<file path="config.mk">
export PLATFORM = sky130hd
export DESIGN_NAME = collision_engine
export DESIGN_NICKNAME = d
export VERILOG_FILES = /design/src/rtl/collision_engine.sv
export SDC_FILE = /design/constraint.sdc
export NUM_CORES = 1
export LEC_CHECK = 0
export BUFFER_PORTS_ARGS = -buffer_cell sky130_fd_sc_hd__buf_2
export CORE_MARGIN = 1.5
export CORE_UTILIZATION = 30
export CTS_BUF_LIST = sky130_fd_sc_hd__clkbuf_16
export DETAILED_ROUTE_END_ITERATION = 8
export HOLD_SLACK_MARGIN = 0.12
export MAX_ROUTING_LAYER = met4
export SETUP_SLACK_MARGIN = 0.5
export SYNTH_ARGS = -nofsm -noshare
export SYNTH_HDL_FRONTEND = slang
export SYNTH_SLANG_ARGS = --single-unit
export TNS_END_PERCENT = 10
</file>
<file path="constraint.sdc">
create_clock -name pixel_clk -period 27 [get_ports pixel_clk]
set_input_delay 1.35 -clock pixel_clk [delete_from_list [all_inputs] [get_ports pixel_clk]]
set_output_delay 1.35 -clock pixel_clk [all_outputs]
set_load 0.005 [all_outputs]
</file>
<file path="src/rtl/collision_engine.sv">
// collision_engine: pipelined ball-versus-paddle collision detector.
// Stage 1 registers per-paddle overlap, struck face and penetration depth.
// Stage 2 turns new contacts into queued one-cycle hit events, reported
// lowest index first, with a per-paddle frame cooldown after each report.
module collision_engine #(
    parameter int N_PADDLES   = 2,
    parameter int W           = 10,
    parameter int COOL_FRAMES = 4,
    localparam int IW = (N_PADDLES > 1) ? $clog2(N_PADDLES) : 1
) (
    input  logic                   pixel_clk,
    input  logic                   reset,
    input  logic                   frame_tick,
    input  logic [W-1:0]           ball_x,
    input  logic [W-1:0]           ball_y,
    input  logic [W-1:0]           ball_w,
    input  logic [W-1:0]           ball_h,
    input  logic [N_PADDLES*W-1:0] paddle_x,
    input  logic [N_PADDLES*W-1:0] paddle_y,
    input  logic [N_PADDLES*W-1:0] paddle_w,
    input  logic [N_PADDLES*W-1:0] paddle_h,
    output logic [N_PADDLES-1:0]   collide_mask,
    output logic                   hit_valid,
    output logic [IW-1:0]          hit_idx,
    output logic [1:0]             hit_side,
    output logic [W:0]             hit_depth
);

    localparam int CW = (COOL_FRAMES > 0) ? $clog2(COOL_FRAMES + 1) : 1;
    localparam logic [CW-1:0] COOL_LOAD = CW'(COOL_FRAMES);

    // Minimum of the four face depths; ties resolve left > right > top > bottom.
    // Returns {side, depth}.
    function automatic logic [W+2:0] min_face(input logic [W:0] dl, input logic [W:0] dr,
                                              input logic [W:0] dt, input logic [W:0] db);
        logic [1:0] s;
        logic [W:0] m;
        s = 2'd0;
        m = dl;
        if (dr < m) begin s = 2'd1; m = dr; end
        if (dt < m) begin s = 2'd2; m = dt; end
        if (db < m) begin s = 2'd3; m = db; end
        return {s, m};
    endfunction

    // Stage 1 combinational: W+1 bit edges so x+w / y+h never wrap.
    logic [N_PADDLES-1:0] ovl_d;
    logic [1:0]           side_d  [N_PADDLES];
    logic [W:0]           depth_d [N_PADDLES];
    logic [W:0]           bx_lo, bx_hi, by_lo, by_hi;
    logic [W:0]           px_lo [N_PADDLES];
    logic [W:0]           px_hi [N_PADDLES];
    logic [W:0]           py_lo [N_PADDLES];
    logic [W:0]           py_hi [N_PADDLES];

    // Overlap test and face/depth selection for every paddle.
    always_comb begin
        ovl_d = '0;
        bx_lo = {1'b0, ball_x};
        bx_hi = {1'b0, ball_x} + {1'b0, ball_w};
        by_lo = {1'b0, ball_y};
        by_hi = {1'b0, ball_y} + {1'b0, ball_h};
        for (int i = 0; i < N_PADDLES; i++) begin
            px_lo[i] = {1'b0, paddle_x[i*W +: W]};
            px_hi[i] = {1'b0, paddle_x[i*W +: W]} + {1'b0, paddle_w[i*W +: W]};
            py_lo[i] = {1'b0, paddle_y[i*W +: W]};
            py_hi[i] = {1'b0, paddle_y[i*W +: W]} + {1'b0, paddle_h[i*W +: W]};
            ovl_d[i] = (bx_lo <= px_hi[i]) && (bx_hi >= px_lo[i]) &&
                       (by_lo <= py_hi[i]) && (by_hi >= py_lo[i]);
            {side_d[i], depth_d[i]} = min_face(bx_hi - px_lo[i], px_hi[i] - bx_lo,
                                               by_hi - py_lo[i], py_hi[i] - by_lo);
        end
    end

    // ---- Stage 1 registers ----
    logic [N_PADDLES-1:0] ovl_q, prev_q;
    logic [1:0]           side_q  [N_PADDLES];
    logic [W:0]           depth_q [N_PADDLES];

    // Overlap level and its one-cycle history for edge detection.
    always_ff @(posedge pixel_clk) begin
        if (reset) begin
            ovl_q  <= '0;
            prev_q <= '0;
        end else begin
            ovl_q  <= ovl_d;
            prev_q <= ovl_q;
        end
    end

    // Face and depth travel beside the overlap bit; only meaningful when it is set.
    always_ff @(posedge pixel_clk) begin
        for (int i = 0; i < N_PADDLES; i++) begin
            side_q[i]  <= side_d[i];
            depth_q[i] <= depth_d[i];
        end
    end

    assign collide_mask = ovl_q;

    // ---- Stage 2: event queue, cooldown and reporting ----
    logic [N_PADDLES-1:0] rise, accept, clr, pending_d, pending_q;
    logic [CW-1:0]        cool_d [N_PADDLES];
    logic [CW-1:0]        cool_q [N_PADDLES];
    logic [1:0]           buf_side_q  [N_PADDLES];
    logic [W:0]           buf_depth_q [N_PADDLES];
    logic                 sel_found;
    logic [IW-1:0]        sel_idx;
    logic [1:0]           sel_side;
    logic [W:0]           sel_depth;

    // Accept new contacts, pick the lowest pending event, update cooldowns.
    always_comb begin
        rise      = ovl_q & ~prev_q;
        accept    = '0;
        clr       = '0;
        sel_found = 1'b0;
        sel_idx   = '0;
        sel_side  = '0;
        sel_depth = '0;
        for (int i = 0; i < N_PADDLES; i++) begin
            accept[i] = rise[i] && !pending_q[i] && (cool_q[i] == '0);
            if (pending_q[i] && !sel_found) begin
                sel_found = 1'b1;
                sel_idx   = IW'(i);
                sel_side  = buf_side_q[i];
                sel_depth = buf_depth_q[i];
                clr[i]    = 1'b1;
            end
        end
        pending_d = (pending_q | accept) & ~clr;
        for (int i = 0; i < N_PADDLES; i++) begin
            cool_d[i] = cool_q[i];
            if (frame_tick && (cool_q[i] != '0))
                cool_d[i] = cool_q[i] - 1'b1;
            if (clr[i])
                cool_d[i] = COOL_LOAD;
        end
    end

    // Pending bits and cooldown counters.
    always_ff @(posedge pixel_clk) begin
        if (reset) begin
            pending_q <= '0;
            for (int i = 0; i < N_PADDLES; i++) cool_q[i] <= '0;
        end else begin
            pending_q <= pending_d;
            for (int i = 0; i < N_PADDLES; i++) cool_q[i] <= cool_d[i];
        end
    end

    // Event buffer keeps the face/depth seen at the moment of contact.
    always_ff @(posedge pixel_clk) begin
        for (int i = 0; i < N_PADDLES; i++) begin
            if (accept[i]) begin
                buf_side_q[i]  <= side_q[i];
                buf_depth_q[i] <= depth_q[i];
            end
        end
    end

    // ---- Stage 2 output register ----
    logic          hit_valid_q;
    logic [IW-1:0] hit_idx_q;
    logic [1:0]    hit_side_q;
    logic [W:0]    hit_depth_q;

    // One-cycle hit strobe; payload is zero when no event is reported.
    always_ff @(posedge pixel_clk) begin
        if (reset) begin
            hit_valid_q <= 1'b0;
            hit_idx_q   <= '0;
            hit_side_q  <= '0;
            hit_depth_q <= '0;
        end else begin
            hit_valid_q <= sel_found;
            hit_idx_q   <= sel_idx;
            hit_side_q  <= sel_side;
            hit_depth_q <= sel_depth;
        end
    end

    assign hit_valid = hit_valid_q;
    assign hit_idx   = hit_idx_q;
    assign hit_side  = hit_side_q;
    assign hit_depth = hit_depth_q;

endmodule
</file>
==> results.py <==
metrics = {
    "logic_synthesis": {
        "synth.top_cell.area_share": 0.240,
        "synth_seq_area_share": 0.178,
        "synth.largest_area_cell": "ha_1",
        "synth_area_per_cell_um2": 8.30,
        "synthArstFlopShare": 0,
        "synth_common_cells": "198 x ha_1, 158 x inv_1, 118 x a21oi_1",
        "synth_nets": 1580,
        "yosys-top-cells-area": "ha_1 24%, dfxtp_1 10%, edfxtp_1 7.6%",
        "synthDistinctLibCells": 71,
        "synth_edf_count": 26,
        "ys_ff_latch": 79,
        "synth_top_flop_cell": "dfxtp_1",
        "netlist_area_um2": 10300,
        "synth_most_common_cell": "ha_1",
        "yosysWarnings": 0,
        "syn_inst": 1245,
    },
    "setup_path": {
        "r2r-end": "hit_side[1]",
        "cp.required_ns": 27.21,
        "worstSetupEndpoint": "depth_q[0][11]",
        "rr_startpoint": "pending_q[0]",
        "r2r_cells": 3,
        "cp-startpoint": "ball_x[0]",
        "reg2reg_slack_ns": 25.02,
        "path_max_fanout": 13,
        "crit_top_cell": "a21oi_1",
        "critical_path.slowest_cell": "a311oi_4",
        "worst_setup_path_end_kind": "register",
        "cp_slowest_stage_delay_ns": 0.74,
        "worstPathArrival_ns": 11.19,
        "path_class": "in2reg",
        "critPathLaunchType": "input pin",
    },
    "outcome": {
        "status": "complete, no violations",
    },
    "layout": {
        "fillers": 3545,
        "final_area_um2": 11900,
        "drive_above_1_share": 0.132,
        "area_growth_pct": 14.7,
        "num-nets-final": 1718,
    },
    "timing": {
        "tns_ns": 0,
        "slew_headroom": 0.235,
        "period_share": 0.407,
        "finalSetupViolations": 0,
        "finalCriticalPeriod_ns": 10.98,
        "skew_ns": 0.00526,
        "hold_violations": 0,
        "max_freq_ghz": 0.0911,
        "finalMaxSlewViolations": 0,
        "worstMarginPinSlew_ns": 1.15,
        "rsz0062_at_grt": "no",
    },
    "detailed_routing": {
        "drc": 0,
        "antenna_left": 0,
        "drtPass1Iterations": 5,
        "drt-total-wl_um": 30400,
        "routed_via_density": 5.05,
        "route.vias.total": 9275,
        "wl_per_cell_um": 16.6,
        "drt_iter0_markers": 586,
    },
    "grt": {
        "grt_use_total": 0.170,
        "antenna_found_initial": 0,
        "grt_max_degree": 28,
        "first_global_vias": 8939,
        "grt_overflow": 0,
        "grt_first_pass_wirelength_um": 46200,
    },
    "clock_tree": {
        "clk_pin_slew_worst_paths_ns": 0.05,
        "h-tree-depth": 3,
        "clock-sinks": 79,
        "post_cts_resized": 0,
        "cts_hold_buf": 0,
        "cts_root_buf": "clkbuf_16",
        "cts_tree": "yes",
        "cts_buffers": 9,
        "post_cts_buffers": 0,
        "clockBufferDepth": 2,
        "clk_latency_ns": 0.33,
    },
    "placement": {
        "place_area_um2": 11600,
        "io_buffers": 139,
        "place.gp.congestion": 0.937,
        "dp_hpwl_um": 26900,
    },
    "power": {
        "p_leak_nw": 5.75,
        "pwr-share-comb": 0.774,
        "power_density_nw_per_um2": 111,
        "p_sw_frac": 0.496,
        "power_frac_clock": 0.088,
        "pwr-share-seq": 0.138,
        "internal-power_mw": 0.664,
        "switching_power_mw": 0.654,
        "irDropWorstVdd_mv": 0.0604,
    },
    "floorplanning": {
        "num_rows": 67,
        "core_area_um2": 33700,
        "start_util": 0.307,
        "fp.dieArea_um2": 35600,
        "io_pins": 140,
        "fp.dieH_um": 189,
        "die_w_um": 189,
    },
    "min_path": {
        "hp-class": "reg2reg",
    },
    "job": {
        "cap_violations": 0,
    },
}
-- logic make-up (layout without fill, tap and decap cells) --
family | Yosys count | in the layout | share of synthesized area
compound gates | 396 | 396 | 0.250
simple gates | 243 | 243 | 0.116
fa+ha+maj | 212 | 212 | 0.267
buf+inv | 175 | 318 | 0.0649
xor+xnor | 106 | 106 | 0.0905
flops | 79 | 79 | 0.178
mux | 34 | 34 | 0.0334
other cells | 0 | 1 | 0
-- placed cells by master (no fill, tap or decap), drive strengths merged, types with 15 or more instances in the layout --
cell type	instances
ha	198
xnor2	76
nand2b	17
a21o	43
nor2	76
a21oi	121
edfxtp	26
mux2i	30
o21a	21
xor2	30
buf	144
nand2	49
nand3	15
nor3	17
dfxtp	53
nor2b	29
o21bai	45
nand4	16
o21ai	71
inv	159
-- layer usage --
metal	track usage	vias to the layer above	wire (um)
li1	-	4737	-
met1	0.221	4200	14200
met2	0.277	300	13700
met3	0.0145	38	1520
met4	0.0614	0	1000
met5	-	-	0
-- critical path, delay by kind of cell --
family | cells | cell delay [ns]
AO/OA/AOI/OAI | 21 | 5.42
XOR/XNOR | 2 | 0.41
adder cells (fa/ha/maj) | 6 | 1.82
buffers and inverters | 3 | 0.49
multiplexers | 1 | 0.38
AND/OR/NAND/NOR | 11 | 1.31
-- how the worst min path moves through the flow --
| stage | start | to | cells after the start |
|---|---|---|---|
| floorplan | depth_q[0][0] | buf_depth_q[0][0] | 0 |
| global placement | depth_q[0][18] | buf_depth_q[0][18] | 0 |
| finish | depth_q[0][11] | buf_depth_q[0][11] | 0 |
| detailed placement | depth_q[0][14] | buf_depth_q[0][14] | 0 |
| global route | depth_q[0][14] | buf_depth_q[0][14] | 0 |
| CTS | depth_q[0][14] | buf_depth_q[0][14] | 0 |
-- power by group through the flow --
stage               Clock, mW  Sequential, mW  Combinational [mW]
floorplan                   0           0.177               0.781
global placement            0           0.183               0.997
detailed placement          0           0.184                1.01
CTS                     0.118           0.182                1.01
global route            0.124           0.185                1.15
finish                  0.117           0.181                1.02
-- cell type report --
| class | count | area (um2) | share of cell area |
|---|---|---|---|
| multi-input combinational | 991 | 7840 | 0.661 |
| clock buffer | 9 | 225 | 0.0190 |
| antenna | 1 | 2.50 | 0.000211 |
| inverter | 158 | 593 | 0.0500 |
| clock inverter | 7 | 66.3 | 0.00559 |
| sequential | 79 | 1840 | 0.155 |
| tap | 448 | 561 | 0.0473 |
| timing repair buffer | 144 | 733 | 0.0618 |
-- flip-flops by register name (all words and copies together), names as in the netlist, 2 cells and up --
register / count
cool_q: 6
buf_depth_q: 22
collide_mask: 2
side_q: 4
prev_q: 2
buf_side_q: 4
hit_depth: 11
hit_side: 2
pending_q: 2
depth_q: 22
-- stage by stage --
stage / setup slack [ns] / utilization / hold WS [ns] / total power [mW] / cells
2_1_floorplan: 17.55 / - / 0.386 / 0.958 / 1245
3_3_place_gp: 15.66 / 0.343 / 0.388 / 1.18 / 1820
3_5_place_dp: 15.73 / 0.343 / 0.389 / 1.19 / 1820
4_1_cts: 16.03 / 0.352 / 0.402 / 1.31 / 1836
5_1_grt: 14.99 / 0.352 / 0.407 / 1.45 / 1836
6_report: 16.02 / 0.352 / 0.402 / 1.32 / 1837
(Power assumes the default switching activity.)
